`config.mk`:
```
export PLATFORM = sky130hd
export DESIGN_NAME = channel_ccw_sequencer_flat
export DESIGN_NICKNAME = d
export VERILOG_FILES = /design/src/rtl/channel_ccw_sequencer_pkg.sv /design/src/rtl/channel_ccw_sequencer_if.sv /design/src/rtl/channel_ccw_sequencer.sv /design/src/flat_wrapper.sv
export SDC_FILE = /design/constraint.sdc
export NUM_CORES = 1
export LEC_CHECK = 0
export CAP_MARGIN = 20
export CORE_MARGIN = 1.5
export CORE_UTILIZATION = 41
export DETAILED_ROUTE_END_ITERATION = 10
export PLACE_DENSITY = 0.81
export SLEW_MARGIN = 20
export SYNTH_ARGS = -nofsm -noshare
export SYNTH_HDL_FRONTEND = slang
export SYNTH_SLANG_ARGS = --single-unit
```
`constraint.sdc`:
```
create_clock -name aclk -period 2.5 [get_ports aclk]
set_input_delay 0.5 -clock aclk [delete_from_list [all_inputs] [get_ports aclk]]
set_output_delay 0.5 -clock aclk [all_outputs]
set_load 0.005 [all_outputs]
```
`src/rtl/channel_ccw_sequencer_pkg.sv`:
```
// Shared definitions for the channel CCW sequencer: the layout of a channel
// command word, flag and status bit positions, error codes and FSM states.
package channel_ccw_sequencer_pkg;

    // CCW layout (64-bit word, big-field-first)
    localparam int CCW_CMD_LSB   = 56;
    localparam int CCW_FLAGS_LSB = 48;
    localparam int CCW_COUNT_LSB = 40;
    localparam int CCW_RSVD_LSB  = 32;
    localparam int CCW_ADDR_LSB  = 0;

    // Bit positions inside the flags byte
    localparam int FLAG_CC  = 7;   // command chaining
    localparam int FLAG_SLI = 6;   // suppress incorrect-length indication

    // Bit positions inside the device status byte
    localparam int ST_CE = 3;      // channel end
    localparam int ST_DE = 2;      // device end
    localparam int ST_UC = 1;      // unit check
    localparam int ST_UE = 0;      // unit exception

    typedef enum logic [2:0] {
        ERR_OK          = 3'd0,
        ERR_RRESP       = 3'd1,
        ERR_STATUS      = 3'd2,
        ERR_LENGTH      = 3'd3,
        ERR_ZERO_COUNT  = 3'd4,
        ERR_HALTED      = 3'd5,
        ERR_CHAIN_LIMIT = 3'd6,
        ERR_MISALIGNED  = 3'd7
    } err_e;

    typedef enum logic [2:0] {
        S_IDLE     = 3'd0,
        S_FETCH_AR = 3'd1,
        S_FETCH_R  = 3'd2,
        S_ISSUE    = 3'd3,
        S_SETTLE   = 3'd4,
        S_RUN      = 3'd5,
        S_EVAL     = 3'd6,
        S_END      = 3'd7
    } state_e;

    // A CCW completed cleanly when both channel end and device end are
    // reported and neither unit check nor unit exception is present.
    function automatic logic status_good(input logic [7:0] st);
        return st[ST_CE] & st[ST_DE] & ~st[ST_UC] & ~st[ST_UE];
    endfunction

endpackage

```
`src/rtl/channel_ccw_sequencer_if.sv`:
```
// Single-beat 64-bit AXI read channel used to fetch CCWs from memory.
// master: the sequencer issuing reads; slave: the memory side.
interface channel_ccw_sequencer_if;

    logic        arvalid;
    logic        arready;
    logic [31:0] araddr;
    logic        rvalid;
    logic        rready;
    logic [63:0] rdata;
    logic [1:0]  rresp;

    modport master (
        output arvalid, araddr, rready,
        input  arready, rvalid, rdata, rresp
    );

    modport slave (
        input  arvalid, araddr, rready,
        output arready, rvalid, rdata, rresp
    );

endinterface

```
`src/rtl/channel_ccw_sequencer.sv`:
```
// Channel CCW sequencer: walks a chain of channel command words in memory,
// programs the parallel-channel core for each one, waits for the operation
// to finish and decides from the ending status whether to continue the chain.
module channel_ccw_sequencer
    import channel_ccw_sequencer_pkg::*;
#(
    parameter int unsigned MAX_CHAIN = 255
) (
    input  logic        aclk,
    input  logic        aresetn,

    // control from the register block
    input  logic        start_i,
    input  logic        halt_i,
    input  logic [31:0] ccw_addr_i,
    input  logic [7:0]  dev_addr_i,

    // chain status back to the register block
    output logic        busy_o,
    output logic        done_o,
    output logic [2:0]  err_code_o,
    output logic [7:0]  last_status_o,
    output logic [7:0]  last_res_count_o,
    output logic [31:0] ccw_ptr_o,
    output logic [7:0]  ccw_executed_o,

    // CCW fetch port
    channel_ccw_sequencer_if.master axi,

    // channel core / byte DMA programming
    output logic [7:0]  ch_address_o,
    output logic [7:0]  ch_command_o,
    output logic [7:0]  ch_count_o,
    output logic [31:0] ch_dma_addr_o,
    output logic        ch_start_o,
    input  logic        ch_active_i,
    input  logic [7:0]  ch_status_i,
    input  logic [7:0]  ch_res_count_i
);

    state_e      state_q, state_d;
    err_e        end_err;
    err_e        err_q;

    logic [31:0] ptr_q;
    logic [7:0]  dev_q;
    logic [7:0]  cmd_q;
    logic [7:0]  count_q;
    logic [31:0] daddr_q;
    logic        cc_q;
    logic        sli_q;
    logic [7:0]  exec_q;
    logic [7:0]  status_q;
    logic [7:0]  res_q;
    logic        halt_q;

    logic        halt_seen;
    logic        addr_misaligned;
    logic        limit_hit;
    logic [7:0]  fetch_count;
    logic        unused_rdata;

    // A halt raised in the same cycle as the decision still counts.
    assign halt_seen       = halt_q | halt_i;
    assign addr_misaligned = (ccw_addr_i[2:0] != 3'b000);
    assign limit_hit       = (32'(exec_q) == MAX_CHAIN);
    assign fetch_count     = axi.rdata[CCW_COUNT_LSB +: 8];

    // Reserved byte and the undefined flag bits carry no meaning here.
    assign unused_rdata = ^{axi.rdata[CCW_RSVD_LSB +: 8], axi.rdata[CCW_FLAGS_LSB +: 6]};

    // State register
    always_ff @(posedge aclk) begin
        if (!aresetn) begin
            state_q <= S_IDLE;
        end else begin
            state_q <= state_d;
        end
    end

    // Next-state logic; end_err is the code reported when entering S_END
    always_comb begin
        state_d = state_q;
        end_err = ERR_OK;
        case (state_q)
            S_IDLE: begin
                if (start_i) begin
                    if (addr_misaligned) begin
                        state_d = S_END;
                        end_err = ERR_MISALIGNED;
                    end else begin
                        state_d = S_FETCH_AR;
                    end
                end
            end
            S_FETCH_AR: begin
                if (axi.arready) begin
                    state_d = S_FETCH_R;
                end
            end
            S_FETCH_R: begin
                // The read always completes before a halt is honoured.
                if (axi.rvalid) begin
                    if (axi.rresp != 2'b00) begin
                        state_d = S_END;
                        end_err = ERR_RRESP;
                    end else if (fetch_count == 8'd0) begin
                        state_d = S_END;
                        end_err = ERR_ZERO_COUNT;
                    end else if (halt_seen) begin
                        state_d = S_END;
                        end_err = ERR_HALTED;
                    end else begin
                        state_d = S_ISSUE;
                    end
                end
            end
            S_ISSUE: begin
                state_d = S_SETTLE;
            end
            S_SETTLE: begin
                // Gives the core its cycle to raise active after start.
                state_d = S_RUN;
            end
            S_RUN: begin
                if (!ch_active_i) begin
                    state_d = S_EVAL;
                end
            end
            S_EVAL: begin
                state_d = S_END;
                if (!status_good(status_q)) begin
                    end_err = ERR_STATUS;
                end else if ((res_q != 8'd0) && !sli_q) begin
                    end_err = ERR_LENGTH;
                end else if (halt_seen) begin
                    end_err = ERR_HALTED;
                end else if (!cc_q) begin
                    end_err = ERR_OK;
                end else if (limit_hit) begin
                    end_err = ERR_CHAIN_LIMIT;
                end else begin
                    state_d = S_FETCH_AR;
                end
            end
            S_END: begin
                state_d = S_IDLE;
            end
            default: begin
                state_d = S_IDLE;
            end
        endcase
    end

    // Moore outputs decoded from the current state
    always_comb begin
        axi.arvalid = 1'b0;
        axi.rready  = 1'b0;
        ch_start_o  = 1'b0;
        busy_o      = 1'b1;
        done_o      = 1'b0;
        case (state_q)
            S_IDLE:     busy_o = 1'b0;
            S_FETCH_AR: axi.arvalid = 1'b1;
            S_FETCH_R:  axi.rready  = 1'b1;
            S_ISSUE:    ch_start_o  = 1'b1;
            S_END: begin
                busy_o = 1'b0;
                done_o = 1'b1;
            end
            default: ;
        endcase
    end

    // Chain bookkeeping: pointer, latched CCW, completion status and error
    always_ff @(posedge aclk) begin
        if (!aresetn) begin
            err_q    <= ERR_OK;
            ptr_q    <= '0;
            dev_q    <= '0;
            cmd_q    <= '0;
            count_q  <= '0;
            daddr_q  <= '0;
            cc_q     <= 1'b0;
            sli_q    <= 1'b0;
            exec_q   <= '0;
            status_q <= '0;
            res_q    <= '0;
            halt_q   <= 1'b0;
        end else begin
            // Halt only matters once a chain is running; a halt arriving
            // together with start is deliberately dropped.
            if (state_q == S_IDLE) begin
                halt_q <= 1'b0;
            end else if (busy_o && halt_i) begin
                halt_q <= 1'b1;
            end

            if (state_d == S_END) begin
                err_q <= end_err;
            end

            case (state_q)
                S_IDLE: begin
                    if (start_i && !addr_misaligned) begin
                        ptr_q    <= ccw_addr_i;
                        dev_q    <= dev_addr_i;
                        exec_q   <= '0;
                        status_q <= '0;
                        res_q    <= '0;
                        err_q    <= ERR_OK;
                    end
                end
                S_FETCH_R: begin
                    if (axi.rvalid && (axi.rresp == 2'b00)) begin
                        cmd_q   <= axi.rdata[CCW_CMD_LSB +: 8];
                        cc_q    <= axi.rdata[CCW_FLAGS_LSB + FLAG_CC];
                        sli_q   <= axi.rdata[CCW_FLAGS_LSB + FLAG_SLI];
                        count_q <= axi.rdata[CCW_COUNT_LSB +: 8];
                        daddr_q <= axi.rdata[CCW_ADDR_LSB +: 32];
                    end
                end
                S_RUN: begin
                    if (!ch_active_i) begin
                        status_q <= ch_status_i;
                        res_q    <= ch_res_count_i;
                        exec_q   <= exec_q + 8'd1;
                    end
                end
                S_EVAL: begin
                    // Next CCW sits directly after this one; 32-bit wrap.
                    if (state_d == S_FETCH_AR) begin
                        ptr_q <= ptr_q + 32'd8;
                    end
                end
                default: ;
            endcase
        end
    end

    assign axi.araddr       = ptr_q;
    assign err_code_o       = err_q;
    assign last_status_o    = status_q;
    assign last_res_count_o = res_q;
    assign ccw_ptr_o        = ptr_q;
    assign ccw_executed_o   = exec_q;

    assign ch_address_o     = dev_q;
    assign ch_command_o     = cmd_q;
    assign ch_count_o       = count_q;
    assign ch_dma_addr_o    = daddr_q;

endmodule

```
`src/flat_wrapper.sv`:
```
// flat-port wrapper written by rule: the top's interface ports become plain ports
module channel_ccw_sequencer_flat import channel_ccw_sequencer_pkg::*;
#(
    parameter int unsigned MAX_CHAIN = 255
)
  (aclk, aresetn, start_i, halt_i, ccw_addr_i, dev_addr_i, busy_o, done_o, err_code_o, last_status_o, last_res_count_o, ccw_ptr_o, ccw_executed_o, ch_address_o, ch_command_o, ch_count_o, ch_dma_addr_o, ch_start_o, ch_active_i, ch_status_i, ch_res_count_i, axi_arvalid, axi_araddr, axi_rready, axi_arready, axi_rvalid, axi_rdata, axi_rresp);
  channel_ccw_sequencer_if axi_i ();
  input  logic aclk;
  input  logic aresetn;
  input  logic start_i;
  input  logic halt_i;
  input  logic [31:0] ccw_addr_i;
  input  logic [7:0] dev_addr_i;
  output logic busy_o;
  output logic done_o;
  output logic [2:0] err_code_o;
  output logic [7:0] last_status_o;
  output logic [7:0] last_res_count_o;
  output logic [31:0] ccw_ptr_o;
  output logic [7:0] ccw_executed_o;
  output logic [7:0] ch_address_o;
  output logic [7:0] ch_command_o;
  output logic [7:0] ch_count_o;
  output logic [31:0] ch_dma_addr_o;
  output logic ch_start_o;
  input  logic ch_active_i;
  input  logic [7:0] ch_status_i;
  input  logic [7:0] ch_res_count_i;
  output wire logic [$bits(axi_i.arvalid)-1:0] axi_arvalid;
  output wire logic [$bits(axi_i.araddr)-1:0] axi_araddr;
  output wire logic [$bits(axi_i.rready)-1:0] axi_rready;
  input wire logic [$bits(axi_i.arready)-1:0] axi_arready;
  input wire logic [$bits(axi_i.rvalid)-1:0] axi_rvalid;
  input wire logic [$bits(axi_i.rdata)-1:0] axi_rdata;
  input wire logic [$bits(axi_i.rresp)-1:0] axi_rresp;
  assign axi_arvalid = axi_i.arvalid;
  assign axi_araddr = axi_i.araddr;
  assign axi_rready = axi_i.rready;
  assign axi_i.arready = axi_arready;
  assign axi_i.rvalid = axi_rvalid;
  assign axi_i.rdata = axi_rdata;
  assign axi_i.rresp = axi_rresp;
  channel_ccw_sequencer #(.MAX_CHAIN(MAX_CHAIN)) u_core (.aclk(aclk), .aresetn(aresetn), .start_i(start_i), .halt_i(halt_i), .ccw_addr_i(ccw_addr_i), .dev_addr_i(dev_addr_i), .busy_o(busy_o), .done_o(done_o), .err_code_o(err_code_o), .last_status_o(last_status_o), .last_res_count_o(last_res_count_o), .ccw_ptr_o(ccw_ptr_o), .ccw_executed_o(ccw_executed_o), .axi(axi_i), .ch_address_o(ch_address_o), .ch_command_o(ch_command_o), .ch_count_o(ch_count_o), .ch_dma_addr_o(ch_dma_addr_o), .ch_start_o(ch_start_o), .ch_active_i(ch_active_i), .ch_status_i(ch_status_i), .ch_res_count_i(ch_res_count_i));
endmodule
```
; ---- Yosys cells after proc, flatten, opt, wreduce, memory -nomap -nowiden
; Index checks and enable logic that the tools add are counted.
[word_totals]
ff_bits = 121
input_bits = 129
output_inout_bits = 152
word_cells = 99
[op_classes]
addsub = 2
n_eq_ne = 13
n_mux = 44
n_bitwise = 7
reduce_logical = 20
[ops]
columns = cell, count
row1 = 3-bit 2-to-1 mux, 27
row2 = 32-bit 2-to-1 mux, 2
row3 = 32-bit one-hot mux with 2 select lines, 1
row4 = 8-bit one-hot mux with 2 select lines, 3
row5 = "32-bit by 4-bit adder with 32-bit output, second input constant", 1
row6 = 8-bit 2-to-1 mux, 4
row7 = 3-bit one-hot mux with 8 select lines, 1
row8 = "3-bit == test, second input constant", 5
row9 = 3-bit one-hot mux with 3 select lines, 1
row10 = "8-bit by 1-bit adder with 8-bit output, second input constant", 1
row11 = "8-bit == test, second input constant", 1
row12 = 8-bit zero test, 1
row13 = 8-bit nonzero test, 1
row14 = "3-bit by 1-bit == test with 1-bit output, second input constant", 2
row15 = "3-bit by 2-bit == test with 1-bit output, second input constant", 2
row16 = 3-bit AND reduction, 2
row17 = 2-bit nonzero test, 3
row18 = 1-bit 2-to-1 mux, 5
row19 = 1-bit logical AND, 4
row20 = "2-bit inequality test, second input constant", 2
row21 = 2-bit AND reduction, 2
row22 = 2-bit OR reduction, 2
row23 = 1-bit bitwise AND, 3
row24 = 3-bit zero test, 1
row25 = other kinds (6), 9

; ---- Logic depth before layout (Yosys ltp)
; Gate-level depths: netlist of the first run.
[logic_depth]
word_depth = 11
depth_mapped = 9
ltp_nobuf = 7

; ---- Worst setup path after synthesis of the first run
; Ideal clock, no wire load.
[synth_path]
path_kind = in2reg
startpoint = input port ccw_addr_i[1]
endpoint = register u_core.exec_q[2], in the netlist u_core.ccw_executed_o[2]
setup_time_ns = 0.116
arrival_time_ns = 1.913
required_time_ns = 2.384
slack_ns = 0.470
path_stages = 7
path_buffers = 1
cell_sequence = or3_4 or3_4 a21oi_4 buf_6 nand2_1 xor2_1 nor2_2
[synth_between]
elab_chain_len = 5
[synth_lines]
columns = element, line
row1 = start: declaration, flat_wrapper.sv:12  ; input logic [31:0] ccw_addr_i;
row2 = 3-bit nonzero test, channel_ccw_sequencer.sv:65  ; assign addr_misaligned = (ccw_addr_i[2:0] != 3'b000);
row3 = 1-bit zero test, channel_ccw_sequencer.sv:205  ; if (start_i && !addr_misaligned) begin
row4 = 1-bit logical AND, channel_ccw_sequencer.sv:205
row5 = 2-bit inequality test (no source line), n/a
row6 = 3-bit AND reduction (no source line), n/a
row7 = end signal: assignment, channel_ccw_sequencer.sv:227  ; exec_q <= exec_q + 8'd1;
row8 = end: declaration, channel_ccw_sequencer.sv:52  ; logic [7:0] exec_q;
; Every way passes these cells.
; A chain may end at the register's enable or synchronous reset.

; ---- Final worst setup path of the first run
[layout_path]
startpoint = register u_core.state_q[2]
endpoint = output port ch_start_o
[layout_between]
elab_chain_len = 2
[layout_lines]
columns = element, line
row1 = start: declaration, channel_ccw_sequencer.sv:41  ; state_e state_q, state_d;
row2 = start signal: assignment, channel_ccw_sequencer.sv:77  ; state_q <= state_d;
row3 = 3-bit by 2-bit == test with 1-bit output, channel_ccw_sequencer.sv:162  ; case (state_q)
row4 = 1-bit 2-to-1 mux, channel_ccw_sequencer.sv:162
row5 = end: declaration, flat_wrapper.sv:25  ; output logic ch_start_o;
; Every way passes these cells.

==> impl_metrics.env, run 1 <==
export IMPL_status="completed"
export IMPL_io_pins=281
export IMPL_overflow=0
export IMPL_power_switching_mw=1.385
export IMPL_path_cells="inv_1, and3_1, clkdlybuf4s50_1"
export IMPL_critPathMaxStageDelay_ns=0.54
export IMPL_slew_limit_headroom_pct=57.44
export IMPL_seq_area_mm2=0.002425
export IMPL_dr_pass1_iters=5
export IMPL_placed_area_mm2=0.008618
export IMPL_finalSetupViolations=0
export IMPL_power_frac_comb_pct=17.2
export IMPL_grt_max_degree=63
export IMPL_syn_area_per_cell_um2=7.930
export IMPL_num_vias=6176
export IMPL_crit_type="flop to output pin"
export IMPL_cp_arrival_ns=1.82
export IMPL_syn_to_final_growth_pct=56.79
export IMPL_insertion_delay_ns=0.42
export IMPL_vias_per_cell=5.288
export IMPL_routedWlPerCell_um=15.79
export IMPL_drv_slew=0
export IMPL_final_hold_viol_count=0
export IMPL_core_mm2=0.01393
export IMPL_cts_setup_buffers=0
export IMPL_yosys_warnings=0
export IMPL_grt_pass1_wl_mm=28.81
export IMPL_multi_input_area_mm2=0.002998
export IMPL_p_leak_nw=3.284
export IMPL_routed_wl_mm=18.44
export IMPL_finClkSkew_ns=0.006872
export IMPL_hold_buffers=0
export IMPL_peakVddDrop_mv=0.3898
export IMPL_finalSetupTns_ns=0
export IMPL_final_area_mm2=0.009189
export IMPL_initialDrtViolationCount=398
export IMPL_synth_edf_count=0
export IMPL_fmax_ghz=0.4313
export IMPL_routabilityCongestion=0.8529
export IMPL_ys_types=60
export IMPL_powerDensity_mw_per_mm2=583.9
export IMPL_critPathSlowestCell="dfxtp_1"
export IMPL_hpwl_mm=13.24
export IMPL_pwr_share_clk_pct=43.6
export IMPL_numCtsBuffers=17
export IMPL_cp_top_family="buffers and inverters"
export IMPL_fin_crit_sh_pct=92.75
export IMPL_power_frac_seq_pct=39.3
export IMPL_die_area_mm2=0.01502
export IMPL_drv_cap=0
export IMPL_cts_tree="built"
export IMPL_p_sw_share_pct=25.81
export IMPL_syn_area_mm2=0.005861
export IMPL_synth_top_cell_by_area="dfxtp_1"
export IMPL_grt_pass1_vias=5863
export IMPL_setup_worst_path_end_class="output pin"
export IMPL_synth_area_leaders="dfxtp_1 41%, nand2_1 12%, a21boi_1 7.0%"
export IMPL_drive_gt1_share_pct=7.895
export IMPL_rsz0062_at_grt="no"
export IMPL_layout_nets=1108
export IMPL_yosysTopAreaCellShare_pct=41.33
export IMPL_drc_errors=0
export IMPL_synthCells=739
export IMPL_synth_nets=870
export IMPL_cts_clk_slew_worst_paths_ns=0.06
export IMPL_antenna_cells=0
export IMPL_async_flop_share_pct=0
export IMPL_synth_yosys_seq_area_share_pct=41.33
export IMPL_ant_nets=0
export IMPL_tightest_slew_ns=0.6384
export IMPL_grtUsageTotal_pct=24.69
export IMPL_synthFlopType="dfxtp_1"
export IMPL_chipWidth_um=122.6
export IMPL_synth_ff_latch_count=121
export IMPL_clk_path_buf_depth=2
export IMPL_hp_class="flop to flop"
export IMPL_port_buffers=266
export IMPL_htreeDepth=4
export IMPL_fillCellCount=1148
export IMPL_fp_row_count=43
export IMPL_final_util_pct=65.94
export IMPL_internal_power_mw=3.980
export IMPL_layout_min_cycle_time_ns=2.319
export IMPL_die_h_um=122.6
export IMPL_cts_root_buf="clkbuf_16"
export IMPL_cts_sinks=121
export IMPL_crit_required_ns=2.00
export IMPL_worstSetupStartpointType="flop"
export IMPL_antenna_found_initial=0
export IMPL_critPathBufInv=2
export IMPL_start_util_pct=42.06
export IMPL_path_max_fanout=11
power groups by stage:
| stage | combinational, mW | sequential [mW] | clock [mW] |
|---|---|---|---|
| after floorplan | 0.453 | 2.11 | 0 |
| after global placement | 0.899 | 2.14 | 0 |
| after detailed placement | 0.909 | 2.14 | 0 |
| after CTS | 0.917 | 2.10 | 2.38 |
| after global routing | 0.996 | 2.12 | 2.46 |
| final | 0.921 | 2.11 | 2.34 |
cells in the final DEF (no fill, tap or decap), types with 18 or more instances in the layout:
cell type / instances
clkdlybuf4s50_1: 265
a21oi_1: 29
nor2_1: 55
dfxtp_1: 119
a21boi_1: 55
nand3_1: 27
o21ai_0: 18
nand2_1: 188
buf_4: 22
worst min-delay path: stages (launching register included):
cell and delay, ns:
dfxtp_1 0.30, nand2_1 0.05, a21boi_1 0.05
per-stage QoR:
stage                     setup WS [ns]  instances  power [mW]  hold WS, ns
after floorplan                  0.4702        739       2.559       0.4348
after global placement          0.02052       1138       3.039       0.4392
after detailed placement       -0.02964       1138       3.052       0.4450
after CTS                       0.04145       1168       5.395       0.4513
after global routing            0.06820       1168       5.578       0.4633
final                            0.1813       1168       5.365       0.4489
synth_stat cells, types with 3 or more instances:
| cell type | instances |
|---|---|
| nand2_1 | 188 |
| nor4_2 | 3 |
| a21boi_0 | 10 |
| o21a_1 | 5 |
| o31ai_1 | 9 |
| or3_1 | 5 |
| a31oi_1 | 5 |
| buf_2 | 17 |
| a21boi_1 | 55 |
| nor3_2 | 4 |
| nand3_1 | 28 |
| o221ai_1 | 3 |
| xor2_1 | 6 |
| o211ai_1 | 7 |
| and3_1 | 13 |
| o21ai_0 | 18 |
| a21oi_1 | 29 |
| o22ai_1 | 3 |
| nor2_1 | 55 |
| mux2i_1 | 17 |
| and2_1 | 6 |
| nor4_1 | 5 |
| nand4_1 | 11 |
| nor3_1 | 10 |
| dfxtp_1 | 121 |
| buf_4 | 32 |
| clkbuf_1 | 24 |
| inv_1 | 5 |
layer usage:
layer  global-route usage [%]  part of all wire [%]  wire (um)
met5                        0                     0          0
met4                    11.70                   2.4        448
met3                    10.08                    11       1959
met2                    40.22                    48       8763
met1                    28.13                    39       7266
logic make-up after synthesis:
kind of cell             synth area share [%]
AO/OA/AOI/OAI                           19.54
XOR/XNOR                                1.046
adder cells (fa/ha/maj)                0.4269
buffers and inverters                   7.857
flip-flops                              41.33
multiplexers                            2.903
AND/OR/NAND/NOR                         26.90
path summary, 6_finish.rpt:
check                               to                     start  slack (ns)  depth (start not counted)
hold / removal    u_core.ch_count_o[4]      u_core.ch_count_o[4]        0.45                          2
setup / recovery            ch_start_o         u_core.state_q[2]        0.18                          3
setup reg to reg  u_core.axi.araddr[7]  u_core.ccw_executed_o[1]        0.24                          8
hold reg to reg   u_core.ch_count_o[4]      u_core.ch_count_o[4]        0.45                          2
state kept, by name, summed over array words and instances (netlist names):
name,count
u_core.ch_dma_addr_o,32
u_core.halt_q,1
u_core.axi.araddr,32
u_core.last_status_o,8
u_core.ch_command_o,8
u_core.state_q,3
u_core.ch_address_o,8
u_core.ccw_executed_o,8
u_core.sli_q,1
u_core.err_code_o,3
u_core.ch_count_o,8
u_core.last_res_count_o,8
u_core.cc_q,1
layout make-up:
| type | count | area share, % |
|---|---|---|
| tap | 180 | 2.451 |
| multi-input combinational | 537 | 32.63 |
| timing repair buffer | 295 | 32.24 |
| clock buffer | 18 | 4.670 |
| inverter | 5 | 0.2042 |
| sequential | 121 | 26.39 |
| clock inverter | 12 | 1.416 |
what timing repair did:
action,CTS,global route
endpoints found under the hold margin,0,0
endpoints found under the setup margin,0,6
resized for setup,0,3
No activity file was read; power rests on OpenSTA's default activity.
==> run 2: changes to the inputs <==
--- a/config.mk
+++ b/config.mk
@@ -10,7 +10,6 @@
 export CORE_UTILIZATION = 41
 export DETAILED_ROUTE_END_ITERATION = 10
 export PLACE_DENSITY = 0.81
-export SLEW_MARGIN = 20
 export SYNTH_ARGS = -nofsm -noshare
 export SYNTH_HDL_FRONTEND = slang
 export SYNTH_SLANG_ARGS = --single-unit
==> constraint.sdc (replaced) <==
create_clock -name aclk -period 2.5 [get_ports aclk]
set_input_delay 0.5 -clock aclk [delete_from_list [all_inputs] [get_ports aclk]]
set_output_delay 0.5 -clock aclk [all_outputs]
set_load 0.05 [all_outputs]
==> run 2 against run 1 <==
Fmax increased by 0.29%. Final area increased by 0.25%. Via count down 0.78%. Final cell count unchanged. Hold slack is essentially flat. Non-clock buffer count down 2. Clock skew rose by 0.0018 ns. Sequential share of layout area is 0.092 points lower. Critical path type unchanged. Largest cell class unchanged.
==> impl_metrics.env, run 2 (same netlist as run 1, synthesis figures left out) <==
export IMPL_r2r_cells=7
export IMPL_layout_nets=1106
export IMPL_hold_start="u_core.ch_command_o[3]"
export IMPL_chipWidth_um=122.6
export IMPL_cp_num_cells=1
export IMPL_p_leak_nw=3.306
export IMPL_powerDensity_mw_per_mm2=635.9
export IMPL_path_cells="clkdlybuf4s50_1"
export IMPL_fin_crit_sh_pct=92.48
export IMPL_start_util_pct=42.06
export IMPL_finalSetupTns_ns=0
export IMPL_hold_buffers=0
export IMPL_hp_class="flop to flop"
export IMPL_antenna_cells=0
export IMPL_die_area_mm2=0.01502
export IMPL_status="completed"
export IMPL_layout_common_cells="260 x clkdlybuf4s50_1, 188 x nand2_1, 121 x dfxtp_1, 55 x nor2_1, 55 x a21boi_1"
export IMPL_rr_startpoint="u_core.axi.araddr[3]"
export IMPL_drv_cap=0
export IMPL_num_vias=6128
export IMPL_rrSetupSlack_ns=0.22
export IMPL_fmax_ghz=0.4325
export IMPL_critPathMaxStageDelay_ns=0.87
export IMPL_rsz0062_at_grt="no"
export IMPL_port_buffers=266
export IMPL_grt_pass1_wl_mm=28.19
export IMPL_holdPathEnd="u_core.ch_command_o[3]"
export IMPL_drive_gt1_share_pct=8.300
export IMPL_cts_setup_buffers=0
export IMPL_layout_cells_non_filler=1168
export IMPL_routed_wl_mm=18.11
export IMPL_final_hold_viol_count=0
export IMPL_clk_path_buf_depth=2
export IMPL_grt_max_degree=51
export IMPL_worstSetupStartpointType="flop"
export IMPL_dr_pass1_iters=4
export IMPL_layout_min_cycle_time_ns=2.312
export IMPL_overflow=0
export IMPL_slew_limit_headroom_pct=58.53
export IMPL_initialDrtViolationCount=330
export IMPL_htreeDepth=4
export IMPL_routabilityCongestion=0.8546
export IMPL_ant_nets=0
export IMPL_layout_commonest_cell="clkdlybuf4s50_1"
export IMPL_io_pins=281
export IMPL_cts_clk_slew_worst_paths_ns=0.06
export IMPL_tightest_slew_ns=0.6173
export IMPL_cp_top_family="buffers and inverters"
export IMPL_grt_pass1_vias=5659
export IMPL_setup_worst_path_end_class="output pin"
export IMPL_finClkSkew_ns=0.008713
export IMPL_die_h_um=122.6
export IMPL_syn_to_final_growth_pct=57.17
export IMPL_p_total_mw=5.857
export IMPL_numCtsBuffers=17
export IMPL_antenna_found_initial=0
export IMPL_critPathSlowestCell="clkdlybuf4s50_1"
export IMPL_cts_resized=0
export IMPL_routedWlPerCell_um=15.51
export IMPL_cp_arrival_ns=1.81
export IMPL_whs_path_depth=2
export IMPL_vias_per_cell=5.247
export IMPL_drv_slew=0
export IMPL_dp_cells=1136
export IMPL_r2r_end="u_core.axi.araddr[25]"
export IMPL_whs_ns=0.4489
export IMPL_cts_sinks=121
export IMPL_fp_row_count=43
export IMPL_path_max_fanout=8
export IMPL_core_mm2=0.01393
export IMPL_insertion_delay_ns=0.42
export IMPL_final_area_mm2=0.009211
export IMPL_critPathBufInv=1
export IMPL_finalSetupViolations=0
export IMPL_peakVddDrop_mv=0.4736
export IMPL_crit_required_ns=2.00
export IMPL_hpwl_mm=13.06
export IMPL_crit_type="flop to output pin"
export IMPL_grtUsageTotal_pct=23.98
export IMPL_cts_tree="built"
export IMPL_drc_errors=0
export IMPL_cts_root_buf="clkbuf_16"
export IMPL_placed_area_mm2=0.008591
==> run 2: layout make-up <==
type | count | area, um2
fill | 1112 | 4723
multi-input combinational | 537 | 2989
timing repair buffer | 293 | 2935
sequential | 121 | 2422
clock buffer | 19 | 452.9
tap | 180 | 225.2
clock inverter | 13 | 167.7
inverter | 5 | 18.77
==> run 2: worst max-delay path by stage <==
stage / startpoint / end / slack (ns)
2_1_floorplan: u_core.axi.araddr[3] / u_core.axi.araddr[25] / 0.20
3_3_place_gp: ccw_addr_i[1] / u_core.last_res_count_o[1] / -0.002
3_5_place_dp: ccw_addr_i[1] / u_core.ccw_executed_o[6] / -0.03
4_1_cts: u_core.axi.araddr[10] / axi_araddr[10] / 0.14
5_1_grt: u_core.axi.araddr[3] / u_core.axi.araddr[25] / 0.07
6_report: u_core.axi.araddr[10] / axi_araddr[10] / 0.19
==> run 2: per-stage QoR <==
stage	worst slack, ns	utilization [%]
finish	0.1879	66.10
global route	0.06744	66.10
CTS	0.1422	66.10
detailed placement	-0.03234	61.65
global placement	-0.002238	61.65
floorplan	0.1999	-
==> run 2: metal layers <==
layer	share of wire, %	routed length, um	global-route usage, %
met1	41	7503	28.42
met2	48	8622	38.72
met3	9.2	1664	8.968
met4	1.8	324	10.61
met5	0	0	0
==> run 2: where the power goes <==
group | internal, mW | total [mW] | switching, mW
Clock | 1.63 | 2.55 | 0.925
Combinational | 0.514 | 1.21 | 0.698
Sequential | 2.01 | 2.09 | 0.0888
==> run 3: changes to the inputs <==
--- a/config.mk
+++ b/config.mk
@@ -5,11 +5,12 @@
 export SDC_FILE = /design/constraint.sdc
 export NUM_CORES = 1
 export LEC_CHECK = 0
-export CAP_MARGIN = 20
+export CAP_MARGIN = 10
 export CORE_MARGIN = 1.5
 export CORE_UTILIZATION = 41
 export DETAILED_ROUTE_END_ITERATION = 10
 export PLACE_DENSITY = 0.81
+export REMOVE_ABC_BUFFERS = 1
 export SYNTH_ARGS = -nofsm -noshare
 export SYNTH_HDL_FRONTEND = slang
 export SYNTH_SLANG_ARGS = --single-unit
==> run 3 against run 2 <==
Clock skew fell by 0.0027 ns. First-iteration DRC count fell by 7.3%. Sequential cell count did not move. Critical path depth did not move. Final cell count fell by 0.26%. Die area did not move. Critical endpoint is now axi_araddr[23].
==> impl_metrics.env, run 3 (same netlist as run 1, synthesis figures left out) <==
export IMPL_grt_max_degree=108
export IMPL_power_switching_mw=1.662
export IMPL_drive_gt1_share_pct=7.817
export IMPL_syn_to_final_growth_pct=56.53
export IMPL_rsz0062_at_grt="no"
export IMPL_cts_resized=0
export IMPL_grt_pass1_vias=5658
export IMPL_fmax_ghz=0.4366
export IMPL_critPathMaxStageDelay_ns=0.87
export IMPL_power_frac_comb_pct=21.3
export IMPL_core_mm2=0.01393
export IMPL_chipWidth_um=122.6
export IMPL_layout_cells_non_filler=1165
export IMPL_whs_path_depth=3
export IMPL_drv_slew=0
export IMPL_antenna_cells=0
export IMPL_path_cells="clkdlybuf4s50_1"
export IMPL_die_h_um=122.6
export IMPL_path_max_fanout=9
export IMPL_numCtsBuffers=17
export IMPL_initialDrtViolationCount=306
export IMPL_fp_row_count=43
export IMPL_peakVddDrop_mv=0.5324
export IMPL_fin_ws_ns=0.2094
export IMPL_die_area_mm2=0.01502
export IMPL_crit_type="flop to output pin"
export IMPL_insertion_delay_ns=0.41
export IMPL_powerDensity_mw_per_mm2=629.1
export IMPL_status="completed"
export IMPL_critPathSlowestCell="clkdlybuf4s50_1"
export IMPL_drv_cap=0
export IMPL_holdPathEnd="u_core.last_res_count_o[4]"
export IMPL_whs_ns=0.4413
export IMPL_p_total_mw=5.772
export IMPL_cts_sinks=121
export IMPL_grtUsageTotal_pct=23.15
export IMPL_hold_buffers=0
export IMPL_ant_nets=0
export IMPL_cp_top_family="buffers and inverters"
export IMPL_fillCellCount=1169
export IMPL_cts_root_buf="clkbuf_16"
export IMPL_slew_limit_headroom_pct=62.91
export IMPL_rrSetupSlack_ns=0.28
export IMPL_vias_per_cell=5.196
export IMPL_finClkSkew_ns=0.006021
export IMPL_cp_arrival_ns=1.79
export IMPL_cts_clk_slew_worst_paths_ns=0.05
export IMPL_final_hold_viol_count=0
export IMPL_critPathBufInv=1
export IMPL_io_pins=281
export IMPL_setup_worst_path_end_class="output pin"
export IMPL_grt_pass1_wl_mm=27.50
export IMPL_worstSetupStartpointType="flop"
export IMPL_rr_startpoint="u_core.axi.araddr[3]"
export IMPL_hold_start="aresetn"
export IMPL_p_leak_nw=3.290
export IMPL_fin_crit_sh_pct=91.63
export IMPL_cts_tree="built"
export IMPL_crit_required_ns=2.00
export IMPL_layout_min_cycle_time_ns=2.291
export IMPL_finalSetupViolations=0
export IMPL_r2r_end="u_core.axi.araddr[27]"
export IMPL_power_frac_seq_pct=36.0
export IMPL_r2r_cells=7
export IMPL_routabilityCongestion=0.8622
export IMPL_dp_cells=1133
export IMPL_hpwl_mm=12.52
export IMPL_port_buffers=266
export IMPL_tightest_slew_ns=0.5547
export IMPL_layout_commonest_cell="clkdlybuf4s50_1"
export IMPL_internal_power_mw=4.109
export IMPL_overflow=0
export IMPL_p_sw_share_pct=28.80
export IMPL_cts_setup_buffers=0
export IMPL_hp_class="input pin to flop"
export IMPL_antenna_found_initial=0
export IMPL_routedWlPerCell_um=15.21
export IMPL_pwr_share_clk_pct=42.7
export IMPL_htreeDepth=4
export IMPL_routed_wl_mm=17.72
export IMPL_drc_errors=0
export IMPL_layout_nets=1103
export IMPL_clk_path_buf_depth=2
export IMPL_num_vias=6053
export IMPL_dr_pass1_iters=5
export IMPL_place_ws_ns=-0.05296
export IMPL_layout_common_cells="260 x clkdlybuf4s50_1, 188 x nand2_1, 121 x dfxtp_1, 55 x nor2_1, 55 x a21boi_1"
export IMPL_start_util_pct=42.06
run 3: worst max path at each step:
stage | from | endpoint | depth (start not counted)
2_1_floorplan | u_core.state_q[1] | u_core.cc_q | 5
3_3_place_gp | axi_rdata[44] | u_core.err_code_o[2] | 8
3_5_place_dp | ccw_addr_i[1] | u_core.last_status_o[0] | 7
4_1_cts | u_core.axi.araddr[23] | axi_araddr[23] | 1
5_1_grt | u_core.axi.araddr[3] | u_core.axi.araddr[27] | 7
6_report | u_core.axi.araddr[23] | axi_araddr[23] | 1
run 3: cell type report:
class / instances / area [um2] / area share (%)
clock buffers: 20 / 446.7 / 4.869
flip-flops and latches: 121 / 2422 / 26.40
inverters: 5 / 18.77 / 0.2046
repair buffers: 290 / 2913 / 31.75
well taps: 180 / 225.2 / 2.455
multi-input cells: 537 / 2998 / 32.68
clock inverters: 12 / 150.1 / 1.637
run 3: power groups by stage:
stage	Combinational [mW]	Sequential (mW)	Clock (mW)
after floorplan	0.422	2.37	0
after global placement	1.21	2.11	0
after detailed placement	1.22	2.12	0
after CTS	1.23	2.08	2.51
after global routing	1.32	2.08	2.59
final	1.23	2.08	2.47
run 3: metal layers:
metal / up-vias / track usage (%) / share of wire [%]
met1: 2785 / 28.62 / 43
met2: 245 / 39.28 / 48
li1: 2992 / - / -
met4: 0 / 9.302 / 2.2
met3: 31 / 4.833 / 7.3
met5: - / 0 / 0
run 3: through the flow:
stage / setup TNS, ns / area [um2] / utilization [%]
floorplan: -42.80 / 5419 / -
global placement: -0.3719 / 8577 / 61.55
detailed placement: -0.5236 / 8577 / 61.55
CTS: 0 / 9174 / 65.83
global route: 0 / 9174 / 65.83
finish: 0 / 9174 / 65.83
